`config.mk`:
```
export PLATFORM = sky130hd
export DESIGN_NAME = channel_error_monitor
export DESIGN_NICKNAME = d
export VERILOG_FILES = /design/src/rtl/channel_error_monitor.sv
export SDC_FILE = /design/constraint.sdc
export NUM_CORES = 1
export LEC_CHECK = 0
export ABC_AREA = 1
export BUFFER_PORTS_ARGS = -buffer_cell sky130_fd_sc_hd__buf_2
export CORE_ASPECT_RATIO = 0.9
export CORE_MARGIN = 2
export CORE_UTILIZATION = 50
export CTS_BUF_LIST = sky130_fd_sc_hd__clkbuf_16
export DETAILED_ROUTE_END_ITERATION = 10
export GPL_ROUTABILITY_DRIVEN = 1
export GPL_TIMING_DRIVEN = 0
export PLACE_DENSITY_LB_ADDON = 0.25
export SYNTH_ARGS = -nofsm -noshare
export SYNTH_HDL_FRONTEND = slang
export SYNTH_SLANG_ARGS = --single-unit
export TNS_END_PERCENT = 5
```
`constraint.sdc`:
```
create_clock -name i_clock -period 6.3 [get_ports i_clock]
set_input_delay 0.945 -clock i_clock [delete_from_list [all_inputs] [get_ports i_clock]]
set_output_delay 0.945 -clock i_clock [all_outputs]
set_load 0.02 [all_outputs]
```
`src/rtl/channel_error_monitor.sv`:
```
// Compares received 66b blocks against their clean reference and accumulates
// saturating error statistics behind a snapshot/clear register interface.
module channel_error_monitor #(
    parameter int unsigned NB_CODED_BLOCK = 66,
    parameter int unsigned NB_BLK_CNT     = 32,
    parameter int unsigned NB_BIT_CNT     = 40,
    parameter int unsigned NB_RUN_CNT     = 16
) (
    input  logic                      i_clock,
    input  logic                      i_reset,
    input  logic                      i_valid,
    input  logic                      i_aligner_tag,
    input  logic [NB_CODED_BLOCK-1:0] i_ref_data,
    input  logic [NB_CODED_BLOCK-1:0] i_rx_data,
    input  logic                      i_rf_clear,
    input  logic                      i_rf_snapshot,
    output logic [NB_BLK_CNT-1:0]     o_total_blocks,
    output logic [NB_BLK_CNT-1:0]     o_err_blocks,
    output logic [NB_BIT_CNT-1:0]     o_err_bits,
    output logic [NB_BLK_CNT-1:0]     o_sh_err_blocks,
    output logic [NB_BLK_CNT-1:0]     o_am_err_blocks,
    output logic [NB_RUN_CNT-1:0]     o_max_err_run,
    output logic                      o_saturated,
    output logic                      o_snapshot_done
);

    localparam int unsigned NB_POP  = $clog2(NB_CODED_BLOCK + 1);
    localparam int unsigned NB_BSUM = ((NB_BIT_CNT > NB_POP) ? NB_BIT_CNT : NB_POP) + 1;

    localparam logic [NB_BLK_CNT-1:0] BLK_MAX = '1;
    localparam logic [NB_BIT_CNT-1:0] BIT_MAX = '1;
    localparam logic [NB_RUN_CNT-1:0] RUN_MAX = '1;

    logic                      s1_valid;
    logic                      s1_tag;
    logic [NB_CODED_BLOCK-1:0] s1_diff;
    logic [NB_POP-1:0]         pop_c;

    logic                      s2_valid;
    logic                      s2_tag;
    logic [NB_POP-1:0]         s2_pop;
    logic                      s2_any;
    logic                      s2_sh;

    logic [NB_BLK_CNT-1:0] tot_q,  tot_d;
    logic [NB_BLK_CNT-1:0] err_q,  err_d;
    logic [NB_BIT_CNT-1:0] bits_q, bits_d;
    logic [NB_BLK_CNT-1:0] sh_q,   sh_d;
    logic [NB_BLK_CNT-1:0] am_q,   am_d;
    logic [NB_RUN_CNT-1:0] cur_q,  cur_d;
    logic [NB_RUN_CNT-1:0] max_q,  max_d;
    logic                  sat_q,  sat_d;
    logic [NB_BSUM-1:0]    bsum;

    // S1: per-bit difference; a clear discards the block sampled on that edge
    always_ff @(posedge i_clock) begin
        if (i_reset) begin
            s1_valid <= 1'b0;
            s1_tag   <= 1'b0;
            s1_diff  <= '0;
        end else begin
            s1_valid <= i_valid & ~i_rf_clear;
            s1_tag   <= i_aligner_tag;
            s1_diff  <= i_ref_data ^ i_rx_data;
        end
    end

    always_comb begin
        pop_c = '0;
        for (int i = 0; i < NB_CODED_BLOCK; i++) begin
            pop_c = pop_c + NB_POP'(s1_diff[i]);
        end
    end

    // S2: reduced error figures for the block
    always_ff @(posedge i_clock) begin
        if (i_reset) begin
            s2_valid <= 1'b0;
            s2_tag   <= 1'b0;
            s2_pop   <= '0;
            s2_any   <= 1'b0;
            s2_sh    <= 1'b0;
        end else begin
            s2_valid <= s1_valid & ~i_rf_clear;
            s2_tag   <= s1_tag;
            s2_pop   <= pop_c;
            s2_any   <= |s1_diff;
            s2_sh    <= |s1_diff[NB_CODED_BLOCK-1 -: 2];
        end
    end

    // S3: saturating accumulation; bubbles leave every counter, including the run, untouched
    always_comb begin
        tot_d  = tot_q;
        err_d  = err_q;
        bits_d = bits_q;
        sh_d   = sh_q;
        am_d   = am_q;
        cur_d  = cur_q;
        max_d  = max_q;
        bsum   = NB_BSUM'(bits_q) + NB_BSUM'(s2_pop);
        if (s2_valid) begin
            if (tot_q != BLK_MAX) tot_d = tot_q + NB_BLK_CNT'(1);
            if (s2_any && (err_q != BLK_MAX)) err_d = err_q + NB_BLK_CNT'(1);
            bits_d = (bsum > NB_BSUM'(BIT_MAX)) ? BIT_MAX : NB_BIT_CNT'(bsum);
            if (s2_sh && (sh_q != BLK_MAX)) sh_d = sh_q + NB_BLK_CNT'(1);
            if (s2_any && s2_tag && (am_q != BLK_MAX)) am_d = am_q + NB_BLK_CNT'(1);
            if (s2_any) begin
                if (cur_q != RUN_MAX) cur_d = cur_q + NB_RUN_CNT'(1);
                if (cur_d > max_q) max_d = cur_d;
            end else begin
                cur_d = '0;
            end
        end
        sat_d = sat_q | (tot_d == BLK_MAX) | (err_d == BLK_MAX) | (bits_d == BIT_MAX)
              | (sh_d == BLK_MAX) | (am_d == BLK_MAX) | (cur_d == RUN_MAX) | (max_d == RUN_MAX);
    end

    always_ff @(posedge i_clock) begin
        if (i_reset || i_rf_clear) begin
            tot_q  <= '0;
            err_q  <= '0;
            bits_q <= '0;
            sh_q   <= '0;
            am_q   <= '0;
            cur_q  <= '0;
            max_q  <= '0;
            sat_q  <= 1'b0;
        end else begin
            tot_q  <= tot_d;
            err_q  <= err_d;
            bits_q <= bits_d;
            sh_q   <= sh_d;
            am_q   <= am_d;
            cur_q  <= cur_d;
            max_q  <= max_d;
            sat_q  <= sat_d;
        end
    end

    // Readout takes the pre-edge live values, so a same-edge clear is still captured first
    always_ff @(posedge i_clock) begin
        if (i_reset) begin
            o_total_blocks  <= '0;
            o_err_blocks    <= '0;
            o_err_bits      <= '0;
            o_sh_err_blocks <= '0;
            o_am_err_blocks <= '0;
            o_max_err_run   <= '0;
            o_saturated     <= 1'b0;
            o_snapshot_done <= 1'b0;
        end else begin
            o_snapshot_done <= i_rf_snapshot;
            if (i_rf_snapshot) begin
                o_total_blocks  <= tot_q;
                o_err_blocks    <= err_q;
                o_err_bits      <= bits_q;
                o_sh_err_blocks <= sh_q;
                o_am_err_blocks <= am_q;
                o_max_err_run   <= max_q;
                o_saturated     <= sat_q;
            end
        end
    end

endmodule

```
==> impl_metrics.ini <==
[status]
outcome = completed

[global_routing]
antenna_found_initial = 0
grt_max_degree = 14
grt_pass1_wl_um = 133400
grt.overflow.total = 0
grt_pass1_vias = 24090
track_usage_pct = 31.90

[die]
num_rows = 78
chipWidth_um = 243.4
core_area_mm2 = 0.05065
die_y_um = 219.5
start_util_pct = 50.92
fp.dieArea_mm2 = 0.05342
ios = 324

[sta]
hold_viol = 0
finalCritPeriodShare_pct = 94.05
slew_viol_final = 0
setup_viol = 0
rsz0062_at_grt = false
fin_ws_ns = 0.3748
hold_slack_ns = 0.4093
worst_pin_slew_ns = 1.300
max_freq_mhz = 168.8
slew_headroom_pct = 13.35
fin_skew_ns = 0.02129
tns_ns = 0
layout_min_cycle_time_ns = 5.925

[logic_synthesis]
synth_edf_count = 0
synth_area_leaders = dfxtp_1 36%, nand2_1 16%, nor2_1 10%
yosysTopAreaCell = dfxtp_1
synth_cell_types = 48
ys_seq_area_share_pct = 36.17
ys_top_cells_by_count = 1096 x nand2_1, 703 x nor2_1, 466 x dfxtp_1, 443 x inv_1, 238 x o21ai_0
avgSynthCellArea_um2 = 6.536
synth_cells = 3946
synthesis.nets = 4186
synth_warnings = 0
ys_seq_elements = 466
netlist_area_mm2 = 0.02579
yosysMostFrequentCell = nand2_1
async_flop_share_pct = 0
synthFlopType = dfxtp_1
yosys.area.top_type_share_pct = 36.17

[critical_path]
r2r_cells = 22
r2r_slack_ns = 0.37
critPathBufInv = 8
startpoint_type = register
end_kind = register
cp.required_ns = 6.82
critPathArrivalTime_ns = 6.44
crit_type = register to register
worstReg2RegEnd = s2_pop[6]
cp_max_fo = 3
worstPathCellList = fa_1 -> inv_1 -> fa_1 -> inv_1 -> fa_1 -> inv_1 -> fa_1 -> inv_1 -> fa_1 -> inv_1 -> fa_1 -> fa_1 -> fa_1 -> inv_1 -> ha_1 -> inv_1 -> fa_1 -> o31ai_1 -> inv_1 -> nor2_1 -> o21ai_0 -> a21oi_1
crit_path_max_incr_delay_ns = 0.54
path_delay_family = adder cells
timing.critical_path.mode_cell = fa_1
slowest_stage = fa_1
reg2reg_from = s1_diff[53]

[layout]
register_area_mm2 = 0.009329
fin_nets = 4558
layout-drive-gt1-share_pct = 10.66
postLayoutCellArea_mm2 = 0.02973
postLayoutCoreUtil_pct = 58.70
multi_input_area_mm2 = 0.01415
fillers = 5048
syn_to_final_growth_pct = 15.28

[route]
first_pass_iters = 6
antenna_left = 0
drc = 0
wirelength_um = 86650
drt-initial-drc-count = 2464
post_drt_wl_per_cell_um = 17.22
avgViaCountPerCell = 5.222
vias = 26280

[run]
cap_violations = 0

[place]
place_area_mm2 = 0.02825
place_congestion = 1.023
io_buffers = 321
hpwl_um = 67480
dp_slack_ns = 0.3321

[worst_hold_path]
min_to = s2_tag
hold_path_depth = 2
worstHoldStart = s1_tag
hold_path.class = register to register

[cts]
clockBufferDepth = 3
clk-insertion-delay-late_ns = 0.61
post_cts_resize_count = 0
cts_root_buf = clkbuf_16
cts_buffers = 49
post_cts_buffers = 0
hold_buffers = 0
htree_levels = 2
clk_pin_slew_ns = 0.06
cts_sinks = 466
cts_tree = yes

[power_and_ir_drop]
powerDensity_mw_per_mm2 = 306.6
power_leakage_nw = 13.06
vdd_drop_max_v = 0.0006346
## how the worst max path moves through the flow
| stage | start | endpoint | slack, ns | depth (start not counted) |
|---|---|---|---|---|
| after floorplan | s1_diff[53] | s2_pop[6] | 0.67 | 22 |
| after global placement | s1_diff[53] | s2_pop[6] | 0.42 | 22 |
| after detailed placement | s1_diff[53] | s2_pop[6] | 0.33 | 22 |
| after CTS | s1_diff[53] | s2_pop[6] | 0.33 | 22 |
| after global routing | s1_diff[53] | s2_pop[6] | 0.03 | 22 |
| final | s1_diff[53] | s2_pop[6] | 0.37 | 22 |
## sequential cells by signal, indices dropped and copies added, names as in the netlist, 32 cells and up
| name | flops |
|---|---|
| o_err_bits | 40 |
| o_am_err_blocks | 32 |
| o_sh_err_blocks | 32 |
| err_q | 32 |
| s1_diff | 66 |
| o_total_blocks | 32 |
| o_err_blocks | 32 |
| sh_q | 32 |
| tot_q | 32 |
| am_q | 32 |
| bits_q | 40 |
## logic make-up (layout without fill, tap and decap cells)
logic type / after synthesis / count (layout) / share of synthesized area [%]
AOI/OAI and AO/OA: 500 / 500 / 9.906
xor gates and xnor gates: 129 / 129 / 4.381
adders and majority gates: 102 / 102 / 6.607
buffers and inverters: 598 / 1003 / 8.946
DFF: 466 / 466 / 36.17
other: 0 / 1 / 0
and+or+nand+nor: 2151 / 2151 / 33.99
## power breakdown
part           internal (mW)  total, mW  switching (mW)
registers               3.09       3.18          0.0853
logic                   1.30       3.19            1.89
clock network           1.50       2.75            1.25
## metrics by stage
stage                     instances  power [mW]
after floorplan                3946       5.686
after global placement         4947       6.362
after detailed placement       4947       6.470
after CTS                      5031       9.204
after global routing           5031       9.859
final                          5032       9.117
## layer usage
layer	GRT usage, %	part of all wire, %	vias up
li1	-	-	13090
met1	44.11	45	12110
met2	50.49	44	955
met3	5.383	8.4	129
met4	10.96	3.0	0
met5	0	0	-
## cells in the final DEF, fill, tap and decap left out, types with 4 or more instances in the layout
cell type / n
nor2_2: 9
nor2_1: 703
clkinv_1: 12
nand2_1: 1096
nor2_4: 5
nand2_4: 5
nand3b_1: 5
a22oi_1: 7
clkinv_2: 9
buf_4: 4
a21oi_1: 218
xnor2_1: 68
nand2_2: 12
nor3_1: 46
clkbuf_16: 49
dfxtp_1: 466
buf_1: 12
buf_6: 4
clkbuf_1: 109
fa_1: 57
nand3_1: 203
xor2_1: 61
o21ai_0: 238
inv_2: 10
o22ai_1: 8
o21ai_1: 20
nand4_1: 37
nor4_1: 12
inv_1: 449
buf_2: 333
ha_1: 45
## final cells by class
type	instances	area share, %
Antenna cell	1	0.008417
Buffer	141	1.982
Clock buffer	49	4.124
Clock inverter	35	0.8543
Inverter	457	5.778
Multi-Input combinational cell	2882	47.61
Sequential cell	466	31.38
Tap cell	680	2.862
Timing Repair Buffer	321	5.404
## worst register-to-register path: stages (launching register included)
cell and delay [ns]:
dfxtp_1 0.32, fa_1 0.54, inv_1 0.05, fa_1 0.50, inv_1 0.05, fa_1 0.47
inv_1 0.05, fa_1 0.48, inv_1 0.06, fa_1 0.48, inv_1 0.05, fa_1 0.46
fa_1 0.54, fa_1 0.41, inv_1 0.06, ha_1 0.15, inv_1 0.05, fa_1 0.41
o31ai_1 0.31, inv_1 0.07, nor2_1 0.12, o21ai_0 0.09, a21oi_1 0.13
No activity file was read; power rests on OpenSTA's default activity.
